File: config.mk
export PLATFORM = sky130hd
export DESIGN_NAME = sprite_draw_engine
export DESIGN_NICKNAME = d
export VERILOG_FILES = /design/src/rtl/sprite_pkg.sv /design/src/rtl/sprite_pix_gen.sv /design/src/rtl/sprite_draw_engine.sv
export SDC_FILE = /design/constraint.sdc
export NUM_CORES = 1
export LEC_CHECK = 0
export BUFFER_PORTS_ARGS = -buffer_cell sky130_fd_sc_hd__buf_4
export CAP_MARGIN = 15
export CORE_MARGIN = 3
export CORE_UTILIZATION = 54
export DETAILED_ROUTE_END_ITERATION = 10
export PLACE_DENSITY = 0.82
export SYNTH_ARGS = -nofsm -noshare
export SYNTH_HDL_FRONTEND = slang
export SYNTH_HIERARCHICAL = 1
export SYNTH_SLANG_ARGS = --single-unit
File: constraint.sdc
create_clock -name CLOCK_50 -period 4.4 [get_ports CLOCK_50]
set_clock_uncertainty 0.2 [all_clocks]
set_input_delay 0.22 -clock CLOCK_50 [delete_from_list [all_inputs] [get_ports CLOCK_50]]
set_output_delay 0.22 -clock CLOCK_50 [all_outputs]
set_load 0.01 [all_outputs]
File: src/rtl/sprite_pkg.sv
// Shared sprite draw constants, state encoding and coordinate type.
// The optional SPRITE_FLIP_EN build adds horizontal mirroring in sprite_draw_engine.
package sprite_pkg;
   localparam int SPR_W   = 16;
   localparam int SPR_H   = 16;
   localparam int FB_W    = 320;
   localparam int FB_H    = 240;
   localparam int COLOR_W = 8;
   localparam logic [COLOR_W-1:0] TRANSP = 8'h00;
   localparam logic [1:0] SKIP_ID = 2'b11;

   localparam int ROW_W  = $clog2(SPR_H);
   localparam int COL_W  = $clog2(SPR_W);
   localparam int ROM_AW = 2 + ROW_W + COL_W;
   localparam int FB_AW  = 17;

   typedef enum logic [2:0] {
      ST_IDLE,
      ST_ARMED,
      ST_DRAW,
      ST_FLUSH,
      ST_DONE
   } eng_state_t;

   typedef logic [8:0] coord_t;
endpackage

File: src/rtl/sprite_pix_gen.sv
// Sprite pixel walker: row-major counters plus one registered stage holding
// the clip decision and frame buffer address of the pixel just issued.
module sprite_pix_gen
   import sprite_pkg::*;
(
   input  logic             i_clk,
   input  logic             i_srst,
   input  logic             i_clr,
   input  logic             i_adv,
   input  coord_t           i_x,
   input  coord_t           i_y,
   output logic [ROW_W-1:0] o_row,
   output logic [COL_W-1:0] o_col,
   output logic             o_last,
   output logic             o_valid,
   output logic             o_clip,
   output logic [FB_AW-1:0] o_fb_addr
);
   logic [ROW_W-1:0] r_row;
   logic [COL_W-1:0] r_col;
   logic             r_valid;
   logic             r_clip;
   logic [FB_AW-1:0] r_fb_addr;
   logic [9:0]       w_sx;
   logic [9:0]       w_sy;
   logic             w_clip;
   logic [FB_AW-1:0] w_addr;

   // Screen coordinates are 10 bits wide so anchors near 511 never wrap back on screen.
   assign w_sx   = {1'b0, i_x} + 10'(r_col);
   assign w_sy   = {1'b0, i_y} + 10'(r_row);
   assign w_clip = (w_sx >= 10'(FB_W)) || (w_sy >= 10'(FB_H));
   assign w_addr = FB_AW'(w_sy) * FB_AW'(FB_W) + FB_AW'(w_sx);

   always_ff @(posedge i_clk) begin
      if (i_srst) begin
         r_row     <= '0;
         r_col     <= '0;
         r_valid   <= 1'b0;
         r_clip    <= 1'b0;
         r_fb_addr <= '0;
      end else begin
         r_valid   <= i_adv;
         r_clip    <= w_clip;
         r_fb_addr <= w_addr;
         if (i_clr) begin
            r_row <= '0;
            r_col <= '0;
         end else if (i_adv) begin
            if (r_col == COL_W'(SPR_W - 1)) begin
               r_col <= '0;
               r_row <= r_row + ROW_W'(1);
            end else begin
               r_col <= r_col + COL_W'(1);
            end
         end
      end
   end

   assign o_row     = r_row;
   assign o_col     = r_col;
   assign o_last    = (r_row == ROW_W'(SPR_H - 1)) && (r_col == COL_W'(SPR_W - 1));
   assign o_valid   = r_valid;
   assign o_clip    = r_clip;
   assign o_fb_addr = r_fb_addr;
endmodule

File: src/rtl/sprite_draw_engine.sv
// Sprite draw stage: latches a sprite request, walks its pixels through the ROM and
// writes opaque on-screen pixels. Define SPRITE_FLIP_EN to add the FLIP_H mirror input.
module sprite_draw_engine
   import sprite_pkg::*;
(
   input  logic               CLOCK_50,
   input  logic               RESET_H,
   input  logic               UPDATE,
   input  logic               RUN_ENG,
   input  logic [1:0]         SPRITE_ID,
   input  coord_t             TARGET_X,
   input  coord_t             TARGET_Y,
`ifdef SPRITE_FLIP_EN
   input  logic               FLIP_H,
`endif
   output logic [ROM_AW-1:0]  ROM_ADDR,
   input  logic [COLOR_W-1:0] ROM_DATA,
   output logic [FB_AW-1:0]   FB_ADDR,
   output logic [COLOR_W-1:0] FB_DATA,
   output logic               FB_WE,
   output logic               ENG_DONE,
   output logic               BUSY
);
   eng_state_t       r_state;
   eng_state_t       w_state_next;
   logic [1:0]       r_id;
   coord_t           r_x;
   coord_t           r_y;
   logic             r_loaded;
   logic             r_flip;
   logic             w_adv;
   logic             w_clr;
   logic             w_latch;
   logic [ROW_W-1:0] w_row;
   logic [COL_W-1:0] w_col;
   logic [COL_W-1:0] w_rom_col;
   logic             w_last;
   logic             w_valid;
   logic             w_clip;
   logic [FB_AW-1:0] w_fb_addr;

   always_ff @(posedge CLOCK_50) begin
      if (RESET_H) r_state <= ST_IDLE;
      else         r_state <= w_state_next;
   end

   always_comb begin
      w_state_next = r_state;
      case (r_state)
         ST_IDLE:  if (UPDATE) w_state_next = ST_ARMED;
         ST_ARMED: begin
            if (!UPDATE && RUN_ENG && r_loaded)
               w_state_next = (r_id == SKIP_ID) ? ST_DONE : ST_DRAW;
         end
         ST_DRAW:  if (w_last) w_state_next = ST_FLUSH;
         ST_FLUSH: w_state_next = ST_DONE;
         ST_DONE:  w_state_next = ST_IDLE;
         default:  w_state_next = ST_IDLE;
      endcase
   end

   always_comb begin
      w_adv    = (r_state == ST_DRAW);
      w_clr    = (r_state == ST_ARMED);
      w_latch  = UPDATE && ((r_state == ST_IDLE) || (r_state == ST_ARMED));
      ENG_DONE = (r_state == ST_DONE);
      BUSY     = (r_state == ST_DRAW) || (r_state == ST_FLUSH) || (r_state == ST_DONE);
   end

   // Request registers only move while idle or armed, so a draw sees a frozen anchor.
   always_ff @(posedge CLOCK_50) begin
      if (RESET_H) begin
         r_id     <= '0;
         r_x      <= '0;
         r_y      <= '0;
         r_loaded <= 1'b0;
         r_flip   <= 1'b0;
      end else begin
         if (w_latch) begin
            r_id     <= SPRITE_ID;
            r_x      <= TARGET_X;
            r_y      <= TARGET_Y;
            r_loaded <= 1'b1;
`ifdef SPRITE_FLIP_EN
            r_flip   <= FLIP_H;
`else
            r_flip   <= 1'b0;
`endif
         end else if (r_state == ST_DONE) begin
            r_loaded <= 1'b0;
         end
      end
   end

   sprite_pix_gen u_pix_gen (
      .i_clk     (CLOCK_50),
      .i_srst    (RESET_H),
      .i_clr     (w_clr),
      .i_adv     (w_adv),
      .i_x       (r_x),
      .i_y       (r_y),
      .o_row     (w_row),
      .o_col     (w_col),
      .o_last    (w_last),
      .o_valid   (w_valid),
      .o_clip    (w_clip),
      .o_fb_addr (w_fb_addr)
   );

   // SPR_W is a power of two, so SPR_W-1-col is the bitwise inverse of col.
   assign w_rom_col = r_flip ? ~w_col : w_col;
   assign ROM_ADDR  = {r_id, w_row, w_rom_col};

   // ROM_DATA belongs to the pixel issued last cycle, aligned with the pix_gen stage.
   assign FB_WE   = w_valid && !w_clip && (ROM_DATA != TRANSP);
   assign FB_ADDR = w_fb_addr;
   assign FB_DATA = FB_WE ? ROM_DATA : '0;
endmodule

==> flow_summary.toml, run 1 <==
[status]
status = "complete, no violations"

[worst_setup_path]
critPathCaptureType = "register"
crit_path_start_kind = "register"
worstSetupPathType = "register to register"
cp.arrival_ns = 4.01
crit_slowest_cell = "fa_1"
critical_path.top_delay_family = "adder cells"
path_buf_inv = 0
cp_common_cell = "nor2_1"
cp_slowest_stage_delay_ns = 0.50
required_ns = 4.37
path_cells = "ha_1 -> fa_1 -> a21oi_1 -> nor2_1 -> nor2_1 -> xnor2_1 -> ha_1 -> fa_1 -> xor2_2 -> o2111ai_1 -> nor4b_2 -> nand3_1 -> xnor2_1 -> nor2_1"
worstPathMaxFanout = 5

[final_layout]
drive_gt1_share_pct = 21.8
seqCellArea_mm2 = 0.00102
diodes = 0
multi_input_area_mm2 = 0.00193
syn_to_final_growth_pct = 27.3
nets = 505
fill_cells = 419

[routing]
wl_per_cell_um = 13.7
drc = 0
vias_per_cell = 5.41
drtIter0Drc = 126
drt_pre_antenna_iters = 4
routed.top_layer = "met4"
vias = 2759
ant_nets = 0
wl_met1_um = 2890
routed_wl_um = 6960
met2_length_um = 3510
wl_met3_um = 526

[floorplan]
coreArea_mm2 = 0.00530
io_pins = 70
die_y_um = 81.5
dieArea_mm2 = 0.00664
std_cell_rows = 26
start_util_pct = 58.0
chipWidth_um = 81.5

[clocking]
cts_tree = "yes"
root_buffer = "clkbuf_8"
clk_latency_ns = 0.30
numCtsBuffers = 5
cts_num_sinks = 51
clk_pin_slew_ns = 0.10
h-tree-depth = 2
clk_path_buf_depth = 2

[job]
cap_violations = 0

[global_route]
gr-total-overflow = 0
grt_pass1_vias = 2652
grt.total_usage_pct = 21.9
grt_max_degree = 45
antenna_found_initial = 0
grt_pass1_wl_um = 11500

[synthesis]
yosysWarningCount = 6
synth_edf_count = 0
synthTopCellsByArea = "dfxtp_1, ha_1, nand2_1, a21oi_1, nor2_1"
synth_common_cells = "dfxtp_1, nand2_1, nor2_1"
synth_largest_area_cell = "dfxtp_1"
syn_area_mm2 = 0.00308
syn-num-nets = 418
synth_seq_cells = 51
syn_avg_cell_area_um2 = 8.72
synth_flop_cell = "dfxtp_1"
yosysUniqueCellTypes = 52
synthCells = 353
synth.top_cell.area_share_pct = 33.2
ys_seq_area_share_pct = 33.2
async_reset_ff_share_pct = 0

[sta]
finalSetupTns_ns = 0
relSlewSlack_pct = 53.6
final-setup-viol-count = 0
maxSlewViolCount = 0
finalWorstSetupSlack_ns = 0.355
finalCritPeriodShare_pct = 91.9
layout_min_cycle_time_ns = 4.05
tightest_slew_ns = 0.693
grt_setup_unrepaired = "no"
max_freq_mhz = 247
finalHoldViolations = 0

[placed_design]
post-dp-hpwl_um = 5110
dp_slack_ns = 0.401
gp_congestion = 0.887
port-buffer-count = 69

[min_path]
hold_path.class = "input port to register"

[power]
leakage_nw = 1.79
power_density_mw_per_mm2 = 256
peakVddDrop_v = 0.000230
-- cell type report --
class	instances	share of cell area [%]
Clock inverter	2	0.958
Timing Repair Buffer	90	18.5
Inverter	14	1.34
Clock buffer	5	1.76
Multi-Input combinational cell	278	49.2
Sequential cell	51	26.1
Tap cell	70	2.24
-- state kept, by name, indices dropped and copies added (netlist names) --
register,count
u_pix_gen/o_valid,1
u_pix_gen/o_col,4
r_x,9
r_state,3
r_id,2
u_pix_gen/o_fb_addr,17
r_y,9
u_pix_gen/o_row,4
r_loaded,1
u_pix_gen/o_clip,1
-- per-stage QoR --
| step | util, % | cell area [µm²] | instances | hold slack [ns] | power (mW) |
|---|---|---|---|---|---|
| 2_1_floorplan | - | 3080 | 353 | 0.0846 | 0.620 |
| 3_3_place_gp | 68.3 | 3620 | 484 | 0.248 | 0.676 |
| 3_5_place_dp | 68.3 | 3620 | 484 | 0.251 | 0.681 |
| 4_1_cts | 73.9 | 3920 | 510 | 0.0105 | 1.01 |
| 5_1_grt | 73.9 | 3920 | 510 | 0.0197 | 1.05 |
| 6_report | 73.9 | 3920 | 510 | 0.0139 | 1.00 |
-- logic make-up (layout without fill, tap and decap cells) --
group | count (synthesis) | after routing | share of synthesized area (%)
compound gates | 67 | 67 | 13.9
xor+xnor | 29 | 29 | 9.19
fa+ha+maj | 33 | 33 | 14.4
buf+inv | 24 | 111 | 4.23
flops | 51 | 51 | 33.2
mux | 2 | 2 | 0.651
simple gates | 147 | 147 | 24.4
-- path summary, 6_finish.rpt --
| path | start | endpoint | slack, ns | depth (start not counted) |
|---|---|---|---|---|
| setup / recovery | u_pix_gen/o_row[0] | u_pix_gen/o_fb_addr[16] | 0.35 | 14 |
| hold / removal | TARGET_X[7] | r_x[7] | 0.01 | 3 |
| setup reg to reg | u_pix_gen/o_row[0] | u_pix_gen/o_fb_addr[16] | 0.35 | 14 |
| hold reg to reg | r_y[3] | r_y[3] | 0.27 | 2 |
-- worst min-delay path, stage by stage --
cell and delay [ns]:
buf_4 0.11, nand2_1 0.07, a21oi_1 0.06
-- layer usage --
layer	GRT usage, %	vias up
met5	0	-
met1	27.3	1264
met3	4.28	4
met2	39.9	98
li1	-	1393
met4	2.53	0
-- power breakdown --
group	switching, mW	internal, mW	leakage, nW
Combinational	0.0896	0.0962	1.32
Clock	0.150	0.166	0.0502
Sequential	0.0158	0.485	0.418
-- layout by cell type (no fill, tap or decap), drive strengths merged, types with 3 or more instances in the layout --
cell	n
buf	71
nand2	52
dfxtp	51
nor2	35
a21oi	32
ha	29
dlygate4sd3	19
inv	14
xnor2	14
xor2	14
nor2b	11
and2	8
o21ai	8
nand3	7
nor3	5
clkbuf	5
a211oi	5
nor4b	5
a21o	4
or2	4
fa	4
nor4	4
nor3b	4
a31oi	3
o2111ai	3
and3	3
or3	3
-- what timing repair did --
item                                    in CTS  in global routing
endpoints found under the setup margin       0                  1
buffers inserted                             0                  0
hold endpoints to repair                    19                  0
resized for setup                            0                  1
hold buffers                                19                  0
Note: power is estimated with default switching activity, not from simulation.
==> run 2, diff against run 1 <==
--- a/config.mk
+++ b/config.mk
@@ -7,8 +7,10 @@
 export LEC_CHECK = 0
 export BUFFER_PORTS_ARGS = -buffer_cell sky130_fd_sc_hd__buf_4
 export CAP_MARGIN = 15
+export CELL_PAD_IN_SITES_DETAIL_PLACEMENT = 1
+export CELL_PAD_IN_SITES_GLOBAL_PLACEMENT = 2
 export CORE_MARGIN = 3
-export CORE_UTILIZATION = 54
+export CORE_UTILIZATION = 32
 export DETAILED_ROUTE_END_ITERATION = 10
 export PLACE_DENSITY = 0.82
 export SYNTH_ARGS = -nofsm -noshare
==> flow_summary.toml, run 2 (synthesized netlist as in run 1, its figures left out) <==
[routing]
routed_wl_um = 7630
drtIter0Drc = 51
vias = 2750
drc = 0
ant_nets = 0
wl_per_cell_um = 13.4
vias_per_cell = 4.82
drt_pre_antenna_iters = 4

[worst_setup_path]
crit_path_start_kind = "register"
cp.arrival_ns = 3.99
required_ns = 4.38
worstSetupPathType = "register to register"
worstPathMaxFanout = 5
critPathCaptureType = "register"

[floorplan]
coreArea_mm2 = 0.00928
die_y_um = 104
std_cell_rows = 35
chipWidth_um = 104
io_pins = 70
dieArea_mm2 = 0.0108
start_util_pct = 33.1

[sta]
tightest_slew_ns = 0.684
finalSetupTns_ns = 0
max_freq_mhz = 249
finalCritPeriodShare_pct = 91.3
final-setup-viol-count = 0
finalHoldViolations = 0
grt_setup_unrepaired = "no"
maxSlewViolCount = 0
layout_min_cycle_time_ns = 4.02
relSlewSlack_pct = 54.2

[global_route]
antenna_found_initial = 0
grt_pass1_wl_um = 13000
grt_max_degree = 45
grt.total_usage_pct = 14.2
gr-total-overflow = 0
grt_pass1_vias = 2745

[placed_design]
placedCellCount = 543
gp_congestion = 0.747
port-buffer-count = 69
post-dp-hpwl_um = 5980

[status]
status = "complete, no violations"

[power]
power_density_mw_per_mm2 = 257
peakVddDrop_v = 0.000142
leakage_nw = 1.80

[final_layout]
drive_gt1_share_pct = 22.0
nets = 505
final_cell_mix = "buf_4, nand2_1, dfxtp_1"
final_common_cell = "buf_4"
diodes = 0
syn_to_final_growth_pct = 30.1
stdcell_count = 570
fill_cells = 1142
largest_reg_flops = 17

[clocking]
cts_tree = "yes"
h-tree-depth = 2
cts_setup_buffers = 0
clk_path_buf_depth = 2
clk_pin_slew_ns = 0.10
root_buffer = "clkbuf_8"
numCtsBuffers = 5
clk_latency_ns = 0.31
cts_num_sinks = 51

[job]
cap_violations = 0

[min_path]
hold_path.class = "input port to register"
-- run 2: cell types whose count changed in the layout (fill, tap and decap cells not counted), sizes merged --
cell,previous run,this run
clkinvlp,1,0
clkinv,0,1
inv,14,15
-- run 2: layout make-up --
type                            instances  area (µm²)  area share (%)
Clock buffer                            5        68.8            1.72
Clock inverter                          3        47.5            1.19
Inverter                               14        52.6            1.31
Multi-Input combinational cell        278        1930            48.1
Sequential cell                        51        1020            25.5
Tap cell                              129         161            4.03
Timing Repair Buffer                   90         723            18.1
-- run 2: timing repair --
item,CTS,global route
setup endpoints to repair,0,1
hold endpoints to repair,19,0
gates resized for setup,0,1
hold buffers,19,0
-- run 2: path summary, 6_finish.rpt --
| path | start | to | slack [ns] | cells past startpoint |
|---|---|---|---|---|
| worst max-delay path | u_pix_gen/o_row[0] | u_pix_gen/o_fb_addr[16] | 0.38 | 14 |
| worst min-delay path | TARGET_X[7] | r_x[7] | 0.05 | 3 |
| worst max register to register | u_pix_gen/o_row[0] | u_pix_gen/o_fb_addr[16] | 0.38 | 14 |
| worst min register to register | r_y[3] | r_y[3] | 0.27 | 2 |
-- run 2: power by group --
part           total, mW  internal [mW]  switching, mW
Clock              0.340          0.173          0.167
Sequential         0.501          0.485         0.0161
Combinational      0.187         0.0964         0.0909
Total               1.03          0.754          0.274
-- run 2: stage by stage --
| step | area (µm²) | setup slack (ns) | power [mW] | util [%] | hold WS (ns) |
|---|---|---|---|---|---|
| after floorplan | 3080 | 0.651 | 0.620 | - | 0.0846 |
| after global placement | 3690 | 0.495 | 0.683 | 39.8 | 0.259 |
| after detailed placement | 3690 | 0.408 | 0.687 | 39.8 | 0.259 |
| after CTS | 4000 | 0.362 | 1.04 | 43.1 | 0.0251 |
| after global routing | 4000 | 0.0754 | 1.08 | 43.1 | 0.0345 |
| final | 4000 | 0.384 | 1.03 | 43.1 | 0.0486 |
-- run 2: worst max-delay path, cell delays in order, from the launching register on --
cell and delay (ns):
dfxtp_1 0.37, ha_1 0.22, fa_1 0.43, a21oi_1 0.15, nor2_1 0.05, nor2_1 0.22
xnor2_1 0.19, ha_1 0.31, fa_1 0.50, a211o_1 0.35, a2111o_1 0.40, o311ai_2 0.11
nand3_1 0.14, xnor2_1 0.19, nor2_1 0.06
-- run 2: routing by layer --
layer	up-vias	routed length, µm	track usage [%]
li1	1387	-	-
met1	1304	3710	18.7
met2	54	3500	23.4
met3	5	335	3.60
met4	0	79	3.42
met5	-	0	0
==> run 3, diff against run 2 <==
--- a/config.mk
+++ b/config.mk
@@ -10,9 +10,9 @@
 export CELL_PAD_IN_SITES_DETAIL_PLACEMENT = 1
 export CELL_PAD_IN_SITES_GLOBAL_PLACEMENT = 2
 export CORE_MARGIN = 3
-export CORE_UTILIZATION = 32
+export CORE_UTILIZATION = 34
 export DETAILED_ROUTE_END_ITERATION = 10
-export PLACE_DENSITY = 0.82
+export PLACE_DENSITY = 0.86
 export SYNTH_ARGS = -nofsm -noshare
 export SYNTH_HDL_FRONTEND = slang
 export SYNTH_HIERARCHICAL = 1
==> constraint.sdc (replaced) <==
create_clock -name CLOCK_50 -period 5.1 [get_ports CLOCK_50]
set_clock_uncertainty 0.2 [all_clocks]
set_input_delay 0.255 -clock CLOCK_50 [delete_from_list [all_inputs] [get_ports CLOCK_50]]
set_output_delay 0.255 -clock CLOCK_50 [all_outputs]
set_load 0.01 [all_outputs]
==> flow_summary.toml, run 3 (synthesized netlist as in run 1, its figures left out) <==
[worst_setup_path]
r2r-start = "u_pix_gen/o_row[0]"
critPathCaptureType = "register"
required_ns = 5.08
worstSetupPathType = "register to register"
cp.arrival_ns = 4.00
reg2reg_to = "u_pix_gen/o_fb_addr[16]"
rr_worst_depth = 14
rrSetupSlack_ns = 1.08
worstPathMaxFanout = 5
crit_path_start_kind = "register"

[final_layout]
stdcell_count = 543
fill_cells = 1052
syn_to_final_growth_pct = 26.7
drive_gt1_share_pct = 21.8
diodes = 0
largest_reg_flops = 17
final_common_cell = "buf_4"
nets = 499
final_cell_mix = "buf_4, nand2_1, dfxtp_1"

[routing]
drt_pre_antenna_iters = 4
vias_per_cell = 4.99
routed_wl_um = 7390
wl_per_cell_um = 13.6
ant_nets = 0
drtIter0Drc = 61
drc = 0
vias = 2711

[placed_design]
port-buffer-count = 69
gp_congestion = 0.754
placedCellCount = 521
post-dp-hpwl_um = 5860

[clocking]
cts_setup_buffers = 0
numCtsBuffers = 5
clk_latency_ns = 0.31
h-tree-depth = 2
root_buffer = "clkbuf_8"
clk_pin_slew_ns = 0.10
cts_num_sinks = 51
cts_tree = "yes"
clk_path_buf_depth = 2

[power]
leakage_nw = 1.76
power_density_mw_per_mm2 = 215
seqPwrFrac_pct = 51.5
p_int_mw = 0.610
power.switching_mw = 0.229
clkPwrFrac_pct = 29.8
switching_share_pct = 27.3
peakVddDrop_v = 0.0000819
combPwrFrac_pct = 18.7

[sta]
max_freq_mhz = 249
layout_min_cycle_time_ns = 4.02
tightest_slew_ns = 0.576
final-setup-viol-count = 0
finalSetupTns_ns = 0
maxSlewViolCount = 0
finalCritPeriodShare_pct = 78.9
relSlewSlack_pct = 61.3
finalHoldViolations = 0
grt_setup_unrepaired = "no"

[global_route]
antenna_found_initial = 0
grt.total_usage_pct = 14.9
grt_pass1_vias = 2756
grt_pass1_wl_um = 12600
grt_max_degree = 45
gr-total-overflow = 0

[min_path]
hp-start = "TARGET_X[1]"
hold_path.class = "input port to register"
whs_path_depth = 3
hold_end = "r_x[1]"

[floorplan]
start_util_pct = 35.1
die_y_um = 101
std_cell_rows = 34
dieArea_mm2 = 0.0102
io_pins = 70
coreArea_mm2 = 0.00876
chipWidth_um = 101

[job]
cap_violations = 0

[status]
status = "complete, no violations"
## run 3: cell count changes in the layout (fill, tap and decap cells not counted)
cell / change
dlygate4sd3_1: -5
buf_4: -1
bufinv_16: -1
clkbuf_8: +1
clkinvlp_4: +1
dfxtp_1: +1
dfxtp_2: -1
inv_6: -1
## run 3: worst max path at each step
| stage | startpoint | end | slack (ns) | cells after the start |
|---|---|---|---|---|
| after global placement | u_pix_gen/o_row[0] | u_pix_gen/o_fb_addr[16] | 1.20 | 14 |
| after CTS | u_pix_gen/o_row[0] | u_pix_gen/o_fb_addr[16] | 1.06 | 14 |
| after global routing | u_pix_gen/o_col[0] | u_pix_gen/o_fb_addr[16] | 0.66 | 16 |
| after floorplan | u_pix_gen/o_row[0] | u_pix_gen/o_fb_addr[16] | 1.35 | 14 |
| final | u_pix_gen/o_row[0] | u_pix_gen/o_fb_addr[16] | 1.08 | 14 |
| after detailed placement | u_pix_gen/o_row[0] | u_pix_gen/o_fb_addr[16] | 1.09 | 14 |
## run 3: cell type report
| class | count | area [µm²] | share of cell area [%] |
|---|---|---|---|
| Clock buffer | 6 | 82.6 | 2.12 |
| Clock inverter | 2 | 16.3 | 0.417 |
| Inverter | 14 | 52.6 | 1.35 |
| Multi-Input combinational cell | 278 | 1930 | 49.4 |
| Sequential cell | 51 | 1020 | 26.2 |
| Tap cell | 108 | 135 | 3.47 |
| Timing Repair Buffer | 84 | 666 | 17.1 |
## run 3: power groups by stage
stage          Sequential, mW  Combinational [mW]  Clock (mW)
2_1_floorplan           0.443              0.0918           0
3_3_place_gp            0.441               0.148           0
3_5_place_dp            0.442               0.150           0
4_1_cts                 0.433               0.159       0.263
5_1_grt                 0.435               0.178       0.284
6_report                0.432               0.157       0.250
## run 3: what timing repair did
item / CTS / global route
hold buffers: 14 / 0
resized for setup: 0 / 0
endpoints found under the hold margin: 14 / 0
## run 3: routing by layer
metal | GRT usage (%) | routed length (µm) | part of all wire (%) | vias up
li1 | - | - | - | 1376
met1 | 19.6 | 3580 | 48 | 1273
met2 | 25.0 | 3360 | 45 | 55
met3 | 3.18 | 368 | 5.0 | 7
met4 | 3.37 | 83 | 1.1 | 0
met5 | 0 | 0 | 0 | -
## run 3: stage by stage
stage	cell area [µm²]	hold WS, ns	power, mW	setup slack [ns]	utilization [%]
after global routing	3900	0.00353	0.897	0.660	44.5
final	3900	0.0177	0.839	1.08	44.5
after floorplan	3080	0.120	0.535	1.35	-
after detailed placement	3660	0.256	0.592	1.09	41.8
after global placement	3660	0.257	0.589	1.20	41.8
after CTS	3900	0.00321	0.855	1.06	44.5
## run 3: worst max-delay path, stage by stage, from the launching register on
cell,delay (ns)
dfxtp_1,0.37
ha_1,0.23
fa_1,0.43
a21oi_1,0.16
nor2_1,0.05
nor2_1,0.25
xnor2_1,0.20
ha_1,0.31
fa_1,0.50
a211o_1,0.34
a2111o_1,0.39
o311ai_2,0.10
nand3_1,0.14
xnor2_1,0.17
nor2_1,0.05
